**src/rtl/branch_pkg.sv**
```systemverilog
// Shared definitions for the gshare branch predictor: branch type positions,
// opcode/rt encodings, counter states and FSM states.
package branch_pkg;

    localparam int unsigned BR_TYPES = 6;
    localparam int unsigned TYPE_W   = 3;
    localparam int unsigned STAT_W   = 32;

    localparam int unsigned BGEZ_B = 0;
    localparam int unsigned BLTZ_B = 1;
    localparam int unsigned BEQ_B  = 2;
    localparam int unsigned BNE_B  = 3;
    localparam int unsigned BLEZ_B = 4;
    localparam int unsigned BGTZ_B = 5;

    localparam logic [5:0] OP_REGIMM = 6'b000001;
    localparam logic [5:0] OP_BEQ    = 6'b000100;
    localparam logic [5:0] OP_BNE    = 6'b000101;
    localparam logic [5:0] OP_BLEZ   = 6'b000110;
    localparam logic [5:0] OP_BGTZ   = 6'b000111;

    localparam logic [4:0] RT_BGEZ = 5'b00001;
    localparam logic [4:0] RT_BLTZ = 5'b00000;

    typedef enum logic [1:0] {
        SNT = 2'b00,
        WNT = 2'b01,
        WT  = 2'b10,
        ST  = 2'b11
    } cnt_state_t;

    typedef enum logic {
        IDLE    = 1'b0,
        PENDING = 1'b1
    } bp_state_t;

    // Record of the branch currently awaiting resolution.
    typedef struct packed {
        logic [TYPE_W-1:0] pos;
        logic              taken;
    } flight_t;

endpackage

```
**src/rtl/sat_counter2.sv**
```systemverilog
// Next-state function of a 2-bit saturating counter.
module sat_counter2
    import branch_pkg::*;
(
    input  logic [1:0] cnt,
    input  logic       taken,
    output logic [1:0] cnt_nxt_c
);

    always_comb begin
        cnt_nxt_c = cnt;
        if (taken) begin
            if (cnt != ST) cnt_nxt_c = cnt + 2'd1;
        end else begin
            if (cnt != SNT) cnt_nxt_c = cnt - 2'd1;
        end
    end

endmodule

```
**src/rtl/branch_predictor.sv**
```systemverilog
// Gshare predictor: one branch in flight, 2-bit counter table indexed by
// pc XOR global history, trained by the resolution verdict.
module branch_predictor
    import branch_pkg::*;
#(
    parameter int unsigned INDEX_BITS = 4,
    parameter logic [1:0]  CNT_INIT   = 2'b01
) (
    input  logic        clk,
    input  logic        rst,
    input  logic        pred_req,
    input  logic [5:0]  OpCode,
    input  logic [4:0]  rt,
    input  logic [31:0] pc,
    output logic [5:0]  Branch_pred_unit,
    output logic        pred_valid,
    output logic        pred_busy,
    input  logic        resolve_valid,
    input  logic [5:0]  wrong_taken,
    input  logic [5:0]  wrong_not_taken,
    input  logic        flush,
    output logic        mispredict,
    output logic [31:0] branch_count,
    output logic [31:0] mispredict_count
);

    localparam int unsigned TABLE_SIZE = 1 << INDEX_BITS;

    bp_state_t             state, state_nxt;
    logic [1:0]            cnt_table [TABLE_SIZE];
    logic [INDEX_BITS-1:0] ghr;
    logic [INDEX_BITS-1:0] idx_c;
    logic [INDEX_BITS-1:0] idx_q;
    flight_t               flight_q;
    logic                  is_branch_c;
    logic [TYPE_W-1:0]     pos_c;
    logic                  capture_c;
    logic                  train_c;
    logic                  leave_c;
    logic                  err_c;
    logic                  actual_c;
    logic [1:0]            cnt_nxt_c;
    logic                  unused_pc_c;

    assign unused_pc_c = ^{pc[31:INDEX_BITS+2], pc[1:0]};

    // Conditional branch decode into a type bit position.
    always_comb begin
        is_branch_c = 1'b0;
        pos_c       = '0;
        case (OpCode)
            OP_REGIMM: begin
                if (rt == RT_BGEZ) begin
                    is_branch_c = 1'b1;
                    pos_c       = TYPE_W'(BGEZ_B);
                end else if (rt == RT_BLTZ) begin
                    is_branch_c = 1'b1;
                    pos_c       = TYPE_W'(BLTZ_B);
                end
            end
            OP_BEQ:  begin is_branch_c = 1'b1; pos_c = TYPE_W'(BEQ_B);  end
            OP_BNE:  begin is_branch_c = 1'b1; pos_c = TYPE_W'(BNE_B);  end
            OP_BLEZ: begin is_branch_c = 1'b1; pos_c = TYPE_W'(BLEZ_B); end
            OP_BGTZ: begin is_branch_c = 1'b1; pos_c = TYPE_W'(BGTZ_B); end
            default: ;
        endcase
    end

    assign idx_c = pc[INDEX_BITS+1:2] ^ ghr;

    // Both error bits set resolves as taken regardless of the prediction.
    assign err_c    = wrong_taken[flight_q.pos] | wrong_not_taken[flight_q.pos];
    assign actual_c = (wrong_taken[flight_q.pos] & wrong_not_taken[flight_q.pos])
                    | (flight_q.taken ^ err_c);

    sat_counter2 u_sat (
        .cnt       (cnt_table[idx_q]),
        .taken     (actual_c),
        .cnt_nxt_c (cnt_nxt_c)
    );

    always_ff @(posedge clk or posedge rst) begin
        if (rst) state <= IDLE;
        else     state <= state_nxt;
    end

    always_comb begin
        state_nxt = state;
        capture_c = 1'b0;
        train_c   = 1'b0;
        leave_c   = 1'b0;
        case (state)
            IDLE: begin
                if (pred_req && is_branch_c) begin
                    capture_c = 1'b1;
                    state_nxt = PENDING;
                end
            end
            PENDING: begin
                if (flush) begin
                    leave_c   = 1'b1;
                    state_nxt = IDLE;
                end else if (resolve_valid) begin
                    train_c   = 1'b1;
                    leave_c   = 1'b1;
                    state_nxt = IDLE;
                end
            end
            default: state_nxt = IDLE;
        endcase
    end

    always_ff @(posedge clk or posedge rst) begin
        if (rst) begin
            for (int i = 0; i < TABLE_SIZE; i++) cnt_table[i] <= CNT_INIT;
            ghr              <= '0;
            idx_q            <= '0;
            flight_q         <= '0;
            Branch_pred_unit <= '0;
            pred_valid       <= 1'b0;
            pred_busy        <= 1'b0;
            mispredict       <= 1'b0;
            branch_count     <= '0;
            mispredict_count <= '0;
        end else begin
            mispredict <= 1'b0;
            if (capture_c) begin
                flight_q.pos     <= pos_c;
                flight_q.taken   <= cnt_table[idx_c][1];
                idx_q            <= idx_c;
                Branch_pred_unit <= 6'(cnt_table[idx_c][1]) << pos_c;
                pred_valid       <= 1'b1;
                pred_busy        <= 1'b1;
            end
            if (train_c) begin
                cnt_table[idx_q] <= cnt_nxt_c;
                ghr              <= {ghr[INDEX_BITS-2:0], actual_c};
                mispredict       <= err_c;
                if (branch_count != '1) branch_count <= branch_count + 32'd1;
                if (err_c && (mispredict_count != '1))
                    mispredict_count <= mispredict_count + 32'd1;
            end
            if (leave_c) begin
                Branch_pred_unit <= '0;
                pred_valid       <= 1'b0;
                pred_busy        <= 1'b0;
            end
        end
    end

endmodule
```
**config.mk**
```make
export PLATFORM = sky130hd
export DESIGN_NAME = branch_predictor
export DESIGN_NICKNAME = d
export VERILOG_FILES = /design/src/rtl/branch_pkg.sv /design/src/rtl/sat_counter2.sv /design/src/rtl/branch_predictor.sv
export SDC_FILE = /design/constraint.sdc
export NUM_CORES = 1
export LEC_CHECK = 0
export CAP_MARGIN = 20
export CORE_ASPECT_RATIO = 0.75
export CORE_MARGIN = 2
export CORE_UTILIZATION = 40
export CTS_BUF_LIST = sky130_fd_sc_hd__clkbuf_16
export DETAILED_ROUTE_END_ITERATION = 8
export PLACE_DENSITY_LB_ADDON = 0.12
export SYNTH_ARGS = -nofsm -noshare
export SYNTH_HDL_FRONTEND = slang
export SYNTH_SLANG_ARGS = --single-unit
```
**constraint.sdc**
```tcl
create_clock -name clk -period 3.25 [get_ports clk]
set_input_delay 0.325 -clock clk [delete_from_list [all_inputs] [get_ports clk]]
set_output_delay 0.325 -clock clk [all_outputs]
set_load 0.01 [all_outputs]
```
==> run metrics, run 1 <==
#FFs+latches synth between 100 and 150; mapped cell area 5760 um^2; Final Setup Violations 0; vias in the first global route 4161; final WL 13300 um; most frequent cells in the layout clkdlybuf4s50_1 (104), dfrtp_1 (101), nand2_1 (60); die area between 15000 and 20000 um^2; placer congestion estimate about 0.84; Slew @ Worst Pin about 0.76 ns; Netlist cell types 45; data arrival time of the worst path 2.94 ns; largest net degree at the start of global routing ~120; DRC Markers 0; Post-synth EDFFs 0; CTS clock-pin slew for the worst setup and hold paths 0.05 ns; max incr delay on CP 0.59 ns; core box area 13900 um^2; gate count of the mapped netlist 506; area post-placement about 7000 um^2; CTS tree yes; post-DR wirelength/cell 16.6 um; DR iter-0 viols 257; top_reg_cell synth dfrtp_1; design area around 7600 um^2; Synth-to-Final Area Change 31.8%; worst-case vdd ir drop 368 uV; fmax 0.377 GHz; ANT cells 0; top-level port count 133; crit-path cells mux4_2, and3_1, a31o_1, a211o_1, maj3_2, mux2_2; Final Max Slew Viols 0; chip width between 100 and 150 um; Total GRT Usage 18.0%; status finished, final reports clean; Vias/cell 5.35; grt ovf 0; Num CTS Buffers 17; final hold viol count 0; worst-case reg-to-reg path depth 6; Worst Hold Class input port to asynchronous set/reset pin; period utilisation layout 81.5%; Yosys Warn Count 0; CP endpoint kind register; Slowest-stage cell, CP mux4_2; Nets between 600 and 700; clk_skew 0.0118 ns; root buf cell clkbuf_16; post-layout minimum cycle time roughly 2.7 ns; TritonCTS Sinks 117; sequential area share after synthesis 51.2%; Mean Syn Cell Area 11.4 um^2; 1st-pass router iterations 4; commonest non-fill, non-tap cell in the layout clkdlybuf4s50_1; layout filler cell count 1155; RR Endpoint cnt_table[15]; Pwr Density 522 nW/um^2; r2r startpoint flight_q[1]; synthesized net count approximately 570; initial antenna violation count 0; DPL Wire Length 9240 um; IO buf count 104; H-tree levels 4; cts hold-fix bufs 0; Buf/Inv on CP 0; P_leak 3.33 nW; layout cells sized above 1 17.3%; worst setup path startpoint flight_q[1]; first-pass GRT wire length about 21000 um; RSZ-0062 raised after global routing false; Initial Util 41.5%; Slew headroom 48.8%; FFs w/ async S/R, synth 100%; Max Root-Sink Buffers 2; Die Ht 108 um; worst-path fanout max 16; PostCTS Resize Cnt 0; latest clock arrival within the worst-skew pair 0.41 ns; FF-to-FF setup slack 0.60 ns; delay-heaviest family, CP multiplexers; Crit path required time 3.54 ns; Final TNS setup 0 ns; total number of vias 4298; Post-CTS Setup Inserts 0; Max-Cap Viols 0; CP startpoint kind register; Row Count 37; post-route ant nets 0; critical path class register to register
==> cell type report <==
class,instances,area [um^2],share of cell area [%]
multi-input combinational,360,2680,35.3
timing repair buffer,109,1090,14.4
sequential,117,2950,38.8
tap,175,219,2.88
inverter,11,45.0,0.593
clock buffer,17,425,5.60
clock inverter,15,188,2.47
==> state kept, by name, indices dropped and copies added (netlist names), 4 cells and up <==
signal,flops
branch_count,32
flight_q,4
cnt_table,32
mispredict_count,32
ghr,4
Branch_pred_unit,6
idx_q,4
==> routing by layer <==
metal	global-route usage, %	part of all wire, %
met5	0	0
met4	5.23	0.65
met3	5.54	5.2
met2	25.7	45
met1	26.3	49
==> cell usage after synthesis (2+ instances only) <==
master	count	area [um^2]
xnor2_1	42	368
buf_1	2	7.51
xor2_1	27	236
a221oi_1	2	17.5
maj3_2	2	22.5
a22oi_1	2	15.0
nor4_1	7	43.8
o31ai_1	2	15.0
nand3_1	30	150
clkbuf_1	12	45.0
a211o_1	3	26.3
buf_6	3	33.8
mux2i_1	4	40.0
nand3b_1	2	15.0
or2_2	2	12.5
mux2_2	37	417
ha_1	2	25.0
dfrtp_1	101	2530
inv_1	11	41.3
nand4_1	20	125
dfstp_2	16	420
and2_1	6	37.5
and3_1	16	100
and4_1	12	105
nor3_1	15	75.1
mux4_2	14	315
nor3b_1	4	30.0
o21ai_0	9	45.0
nor2b_1	2	12.5
a21oi_1	2	10.0
nor2_1	24	90.1
nand2_1	60	225
==> where the power goes <==
part	leakage (nW)	switching [W]	internal [W]	total [W]
registers	1.54	0.0000838	0.00152	0.00160
clock network	0.293	0.000664	0.00127	0.00193
logic	1.50	0.000217	0.000212	0.000428
==> per-stage QoR <==
step / utilization (%) / setup WS [ns] / hold slack (ns) / total power [W] / instances
final: 54.7 / 0.600 / 0.420 / 0.00397 / 804
after global routing: 54.7 / 0.483 / 0.510 / 0.00413 / 804
after CTS: 54.7 / 0.573 / 0.480 / 0.00401 / 804
after detailed placement: 50.3 / 0.396 / 0.485 / 0.00206 / 772
after global placement: 50.3 / 0.413 / 0.468 / 0.00204 / 772
after floorplan: - / 0.651 / 0.422 / 0.00189 / 506
==> cell families (layout without fill, tap and decap cells) <==
| kind of cell | after synthesis | after routing | synth area share [%] |
|---|---|---|---|
| adder cells (fa/ha/maj) | 4 | 4 | 0.825 |
| XOR/XNOR | 69 | 69 | 10.5 |
| flip-flops | 117 | 117 | 51.2 |
| AND/OR/NAND/NOR | 205 | 205 | 18.5 |
| buffers and inverters | 29 | 152 | 2.35 |
| AO/OA/AOI/OAI | 27 | 27 | 3.28 |
| multiplexers | 55 | 55 | 13.4 |
==> worst register-to-register path, stage by stage, from the launching register on <==
cell and delay [ns]:
dfrtp_1 0.49, mux4_2 0.59, and3_1 0.21, a31o_1 0.17, a211o_1 0.29, maj3_2 0.46, mux2_2 0.31
==> worst max path at each step <==
stage	cells after the start	slack, ns	endpoint
3_5_place_dp	7	0.40	mispredict_count[29]
5_1_grt	6	0.48	cnt_table[21]
6_report	6	0.60	cnt_table[15]
4_1_cts	6	0.57	cnt_table[11]
2_1_floorplan	8	0.65	cnt_table[11]
3_3_place_gp	7	0.41	mispredict_count[29]
(Power assumes the default switching activity.)
==> run 2, diff against run 1 <==
Clock period 3.25 ns to 2.7 ns, I/O delays scaled along.
==> run metrics, run 2 (synthesized netlist as in run 1, its figures left out) <==
status finished, final reports clean; Final Setup Violations 0 (unchanged); Initial Util 41.5% (unchanged); RSZ-0062 raised after global routing false; data arrival time of the worst path 2.86 ns (-0.08 ns); chip width 143 um (unchanged); DRC Markers 0 (unchanged); latest clock arrival within the worst-skew pair 0.42 ns (about the same); Post-CTS Setup Inserts 0 (unchanged); layout filler cell count 1216 (+5.3%); area post-placement 7100 um^2 (+1.6%); Num CTS Buffers 17 (unchanged); clock share of power 46.9% (-1.9 points); placer congestion estimate 0.819 (-2.2%); top-level port count 133 (unchanged); Final Max Slew Viols 0 (unchanged); P_leak 3.39 nW (+2.0%); Total Power 0.00467 W (+18%); NetSw 0.00114 W (+18%); final hold viol count 0 (unchanged); Max Root-Sink Buffers 2 (unchanged); die area 15400 um^2 (unchanged); core box area 13900 um^2 (unchanged); first-pass GRT wire length 21800 um (+1.7%); multi-input logic area 2680 um^2 (unchanged); clk_skew 0.0129 ns (+0.00114 ns); ANT cells 0 (unchanged); layout cells sized above 1 18.3% (+0.92 points); Nets 690 (+1.8%); Pwr Density 609 nW/um^2 (+17%); Die Ht 108 um (unchanged); Max-Cap Viols 0 (unchanged); Reg power frac 41.0% (+0.6 points); CTS clock-pin slew for the worst setup and hold paths 0.05 ns (about the same); root buf cell clkbuf_16; crit-path cells mux4_2, and3_1, a31o_1, a211o_1, maj3_2, mux2_2; H-tree levels 4 (unchanged); CTS tree yes; GRT met1 Usage 27.0% (+0.67 points); Slowest-stage cell, CP mux4_2; critical path class register to register; CP endpoint kind register; post-route ant nets 0 (unchanged); PostCTS Resize Cnt 0 (unchanged); Total GRT Usage 18.5% (+0.56 points); grt ovf 0 (unchanged); initial antenna violation count 0 (unchanged); post-layout minimum cycle time 2.57 ns (-0.0823 ns); DPL Wire Length 9520 um (+3.1%); Storage cell area 2950 um^2 (unchanged); Internal 0.00353 W (+18%); busiest layer in global routing met1; Worst Hold Class input port to asynchronous set/reset pin; 1st-pass router iterations 4 (unchanged); TritonCTS Sinks 117 (unchanged); GR Util met2 26.1% (+0.41 points); final WL 13600 um (+1.9%); worst-path fanout max 16 (unchanged); Row Count 37 (unchanged); combinational share of power 12.0% (+1.2 points); Slew @ Worst Pin 0.707 ns (-0.0540 ns); worst-case vdd ir drop 421 uV (+14%); cts hold-fix bufs 0 (unchanged); largest net degree at the start of global routing 57 (-52%); max incr delay on CP 0.57 ns (-0.02 ns); design area 7670 um^2 (+1.0%); Crit path required time 2.99 ns (-0.55 ns); DR iter-0 viols 287 (+12%); grt met3 use 5.80% (+0.27 points); total number of vias 4381 (+1.9%); Slew headroom 52.8% (+4.0 points); post-DR wirelength/cell 16.6 um (+0.36%); commonest non-fill, non-tap cell in the layout clkdlybuf4s50_1; largest registers branch_count x32, cnt_table x32, mispredict_count x32; Synth-to-Final Area Change 33.1%; period utilisation layout 95.1% (+14 points); vias in the first global route 4279 (+2.8%); IO buf count 104 (unchanged); CP startpoint kind register; Vias/cell 5.37 (+0.43%); most frequent cells in the layout clkdlybuf4s50_1 (104), dfrtp_1 (101), nand2_1 (60); fmax 0.389 GHz (+3.2%); sw frac 24.3% (about the same)
[run 2: worst max-delay path, delay by kind of cell, from the launching register on]
family | cells | cell delay [ns]
adders and majority gates | 1 | 0.47
muxes | 2 | 0.89
and+or+nand+nor | 1 | 0.20
AOI/OAI and AO/OA | 2 | 0.47
DFF | 1 | 0.41
[run 2: per-layer routing]
metal  wire length (um)  share of wire [%]
met5                  0                  0
met4                148                1.1
met1               6740                 50
met2               6020                 44
met3                677                5.0
[run 2: final cells by class]
| cell class | instances | share of cell area [%] |
|---|---|---|
| Inverter | 11 | 0.587 |
| Clock buffer | 17 | 5.55 |
| Sequential cell | 117 | 38.4 |
| Tap cell | 175 | 2.85 |
| Multi-Input combinational cell | 360 | 34.9 |
| Clock inverter | 15 | 1.94 |
| Timing Repair Buffer | 121 | 15.7 |
[run 2: power groups by stage]
stage | Combinational [W] | Clock (W) | Sequential (W)
floorplan | 0.000360 | 0 | 0.00192
global placement | 0.000557 | 0 | 0.00194
detailed placement | 0.000565 | 0 | 0.00194
CTS | 0.000567 | 0.00224 | 0.00192
global route | 0.000611 | 0.00233 | 0.00193
finish | 0.000562 | 0.00219 | 0.00192
[run 2: final timing paths]
| kind | from | end | slack (ns) | cells after the start |
|---|---|---|---|---|
| setup / recovery | flight_q[1] | cnt_table[19] | 0.13 | 6 |
| hold / removal | rst | branch_count[22] | 0.31 | 2 |
| setup reg to reg | flight_q[1] | cnt_table[19] | 0.13 | 6 |
| hold reg to reg | Branch_pred_unit[4] | Branch_pred_unit[4] | 0.48 | 2 |
| max in group asynchronous | rst | cnt_table[8] | 1.61 | 3 |
| min in group clk | Branch_pred_unit[4] | Branch_pred_unit[4] | 0.48 | 2 |
[run 2: stage by stage]
| step | TNS, ns | util [%] | hold WS, ns | instances | setup WS, ns |
|---|---|---|---|---|---|
| after floorplan | 0 | - | 0.367 | 506 | 0.101 |
| after global placement | -0.484 | 51.1 | 0.468 | 784 | -0.0335 |
| after global routing | 0 | 55.2 | 0.366 | 816 | 0.0272 |
| final | 0 | 55.2 | 0.309 | 816 | 0.132 |
| after CTS | 0 | 55.2 | 0.319 | 816 | 0.111 |
| after detailed placement | -1.63 | 51.1 | 0.474 | 784 | -0.0866 |
==> run 3, diff against run 2 <==
Clock period 2.7 ns to 3.3 ns, I/O delays scaled along.
==> run metrics, run 3 (synthesized netlist as in run 1, its figures left out) <==
Worst Hold Class input port to asynchronous set/reset pin; placer congestion estimate 0.784 (-4.3%); busiest layer in global routing met1; grt ovf 0 (unchanged); PostCTS Resize Cnt 0 (unchanged); most frequent cells in the layout clkdlybuf4s50_1 (104), dfrtp_1 (101), nand2_1 (60); Initial Util 41.5% (unchanged); Row Count 37 (unchanged); largest net degree at the start of global routing 57 (unchanged); layout filler cell count 1200 (-1.3%); P_leak 3.32 nW (-2.3%); Synth-to-Final Area Change 31.4%; Post-CTS Setup Inserts 0 (unchanged); CP startpoint kind register; FF-to-FF setup slack 0.46 ns (+0.33 ns); Final TNS setup 0 ns (unchanged); initial antenna violation count 0 (unchanged); cts hold-fix bufs 0 (unchanged); DR iter-0 viols 228 (-21%); RR Endpoint cnt_table[5]; period utilisation layout 86.1% (-9.0 points); layout cells sized above 1 17.9% (-0.34 points); Hold Slack 0.265 ns (-0.0441 ns); grt met3 use 5.98% (+0.18 points); Vias/cell 5.29 (-1.4%); IO buf count 104 (unchanged); worst-path fanout max 16 (unchanged); Slowest-stage cell, CP dfrtp_1; crit-path cells mux4_2, a22o_1, a221o_1, maj3_2, mux2_2; post-layout minimum cycle time 2.84 ns (+0.272 ns); root buf cell clkbuf_16; worst-case reg-to-reg path depth 5 (-1); status finished, final reports clean; Slew headroom 52.2% (-0.57 points); die area 15400 um^2 (unchanged); Slew @ Worst Pin 0.710 ns (+0.00352 ns); max incr delay on CP 0.78 ns (+0.21 ns); DPL Wire Length 9490 um (-0.34%); CTS tree yes; H-tree levels 4 (unchanged); data arrival time of the worst path 3.13 ns (+0.27 ns); post-route ant nets 0 (unchanged); first-pass GRT wire length 21700 um (-0.70%); r2r startpoint idx_q[0]; Final Setup Violations 0 (unchanged); GR Util met2 26.2% (+0.14 points); TritonCTS Sinks 117 (unchanged); ANT cells 0 (unchanged); fmax 0.352 GHz (-9.6%); final WL 13400 um (-1.6%); 1st-pass router iterations 4 (unchanged); final hold viol count 0 (unchanged); DRC Markers 0 (unchanged); Max-Cap Viols 0 (unchanged); CP endpoint kind register; clk_skew 0.00844 ns (-0.00447 ns); top-level port count 133 (unchanged); chip width 143 um (unchanged); Final Max Slew Viols 0 (unchanged); core box area 13900 um^2 (unchanged); RSZ-0062 raised after global routing false; vias in the first global route 4246 (-0.77%); post-DR wirelength/cell 16.6 um (-0.38%); Pwr Density 496 nW/um^2 (-19%); GRT met1 Usage 26.4% (-0.65 points); Num CTS Buffers 17 (unchanged); largest registers branch_count x32, cnt_table x32, mispredict_count x32; Total GRT Usage 18.2% (-0.36 points); Crit path required time 3.59 ns (+0.60 ns); latest clock arrival within the worst-skew pair 0.41 ns (about the same); worst-case vdd ir drop 331 uV (-21%); Die Ht 108 um (unchanged); CTS clock-pin slew for the worst setup and hold paths 0.06 ns (about the same); critical path class register to register; Nets 680 (-1.4%); Max Root-Sink Buffers 2 (unchanged); commonest non-fill, non-tap cell in the layout clkdlybuf4s50_1; total number of vias 4267 (-2.6%)
run 3: cell types whose count changed in the layout (fill, tap and decap cells not counted), moves of 2 or more:
cell        change
clkinvlp_4      +2
buf_12          -2
clkinv_4        +4
inv_1           -3
clkinv_1        -3
clkinv_2        -3
bufinv_16       -2
buf_4           -8
inv_6           +4
run 3: how the worst max path moves through the flow:
stage | startpoint | endpoint | cells after the start
6_report | idx_q[0] | cnt_table[5] | 5
5_1_grt | idx_q[0] | cnt_table[5] | 5
4_1_cts | idx_q[0] | cnt_table[5] | 5
3_5_place_dp | resolve_valid | mispredict_count[30] | 7
3_3_place_gp | resolve_valid | mispredict_count[29] | 7
2_1_floorplan | idx_q[0] | cnt_table[11] | 8
run 3: worst max-delay path: cells and delay by family (launching register included):
kind,cells,cell delay [ns]
adder cells (fa/ha/maj),1,0.45
multiplexers,2,0.90
flip-flops,1,0.78
AO/OA/AOI/OAI,2,0.58
run 3: per-layer routing:
metal	vias up	part of all wire (%)
met4	0	0.71
met3	8	4.8
met5	-	0
met1	2131	50
li1	2037	-
met2	91	45
run 3: where the power goes:
part / internal [W] / leakage [nW] / total, W / switching [W]
combinational: 0.000204 / 1.51 / 0.000387 / 0.000183
clock: 0.00105 / 0.273 / 0.00177 / 0.000715
sequential: 0.00150 / 1.54 / 0.00160 / 0.000103
total: 0.00275 / 3.32 / 0.00375 / 0.00100
run 3: cell type report:
cell class	instances	area, um^2	share of cell area [%]
multi-input cells	360	2680	35.4
flip-flops and latches	117	2950	38.9
clock buffers	17	425	5.62
inverters	11	45.0	0.595
repair buffers	111	1110	14.6
well taps	175	219	2.89
clock inverters	15	148	1.95
run 3: through the flow:
stage / cell area [um^2] / std cells / util (%) / total power (W) / setup slack, ns
floorplan: 5770 / 506 / - / 0.00187 / 0.701
global placement: 7000 / 774 / 50.4 / 0.00200 / 0.467
detailed placement: 7000 / 774 / 50.4 / 0.00201 / 0.424
CTS: 7570 / 806 / 54.5 / 0.00380 / 0.464
global route: 7570 / 806 / 54.5 / 0.00392 / 0.337
finish: 7570 / 806 / 54.5 / 0.00375 / 0.460
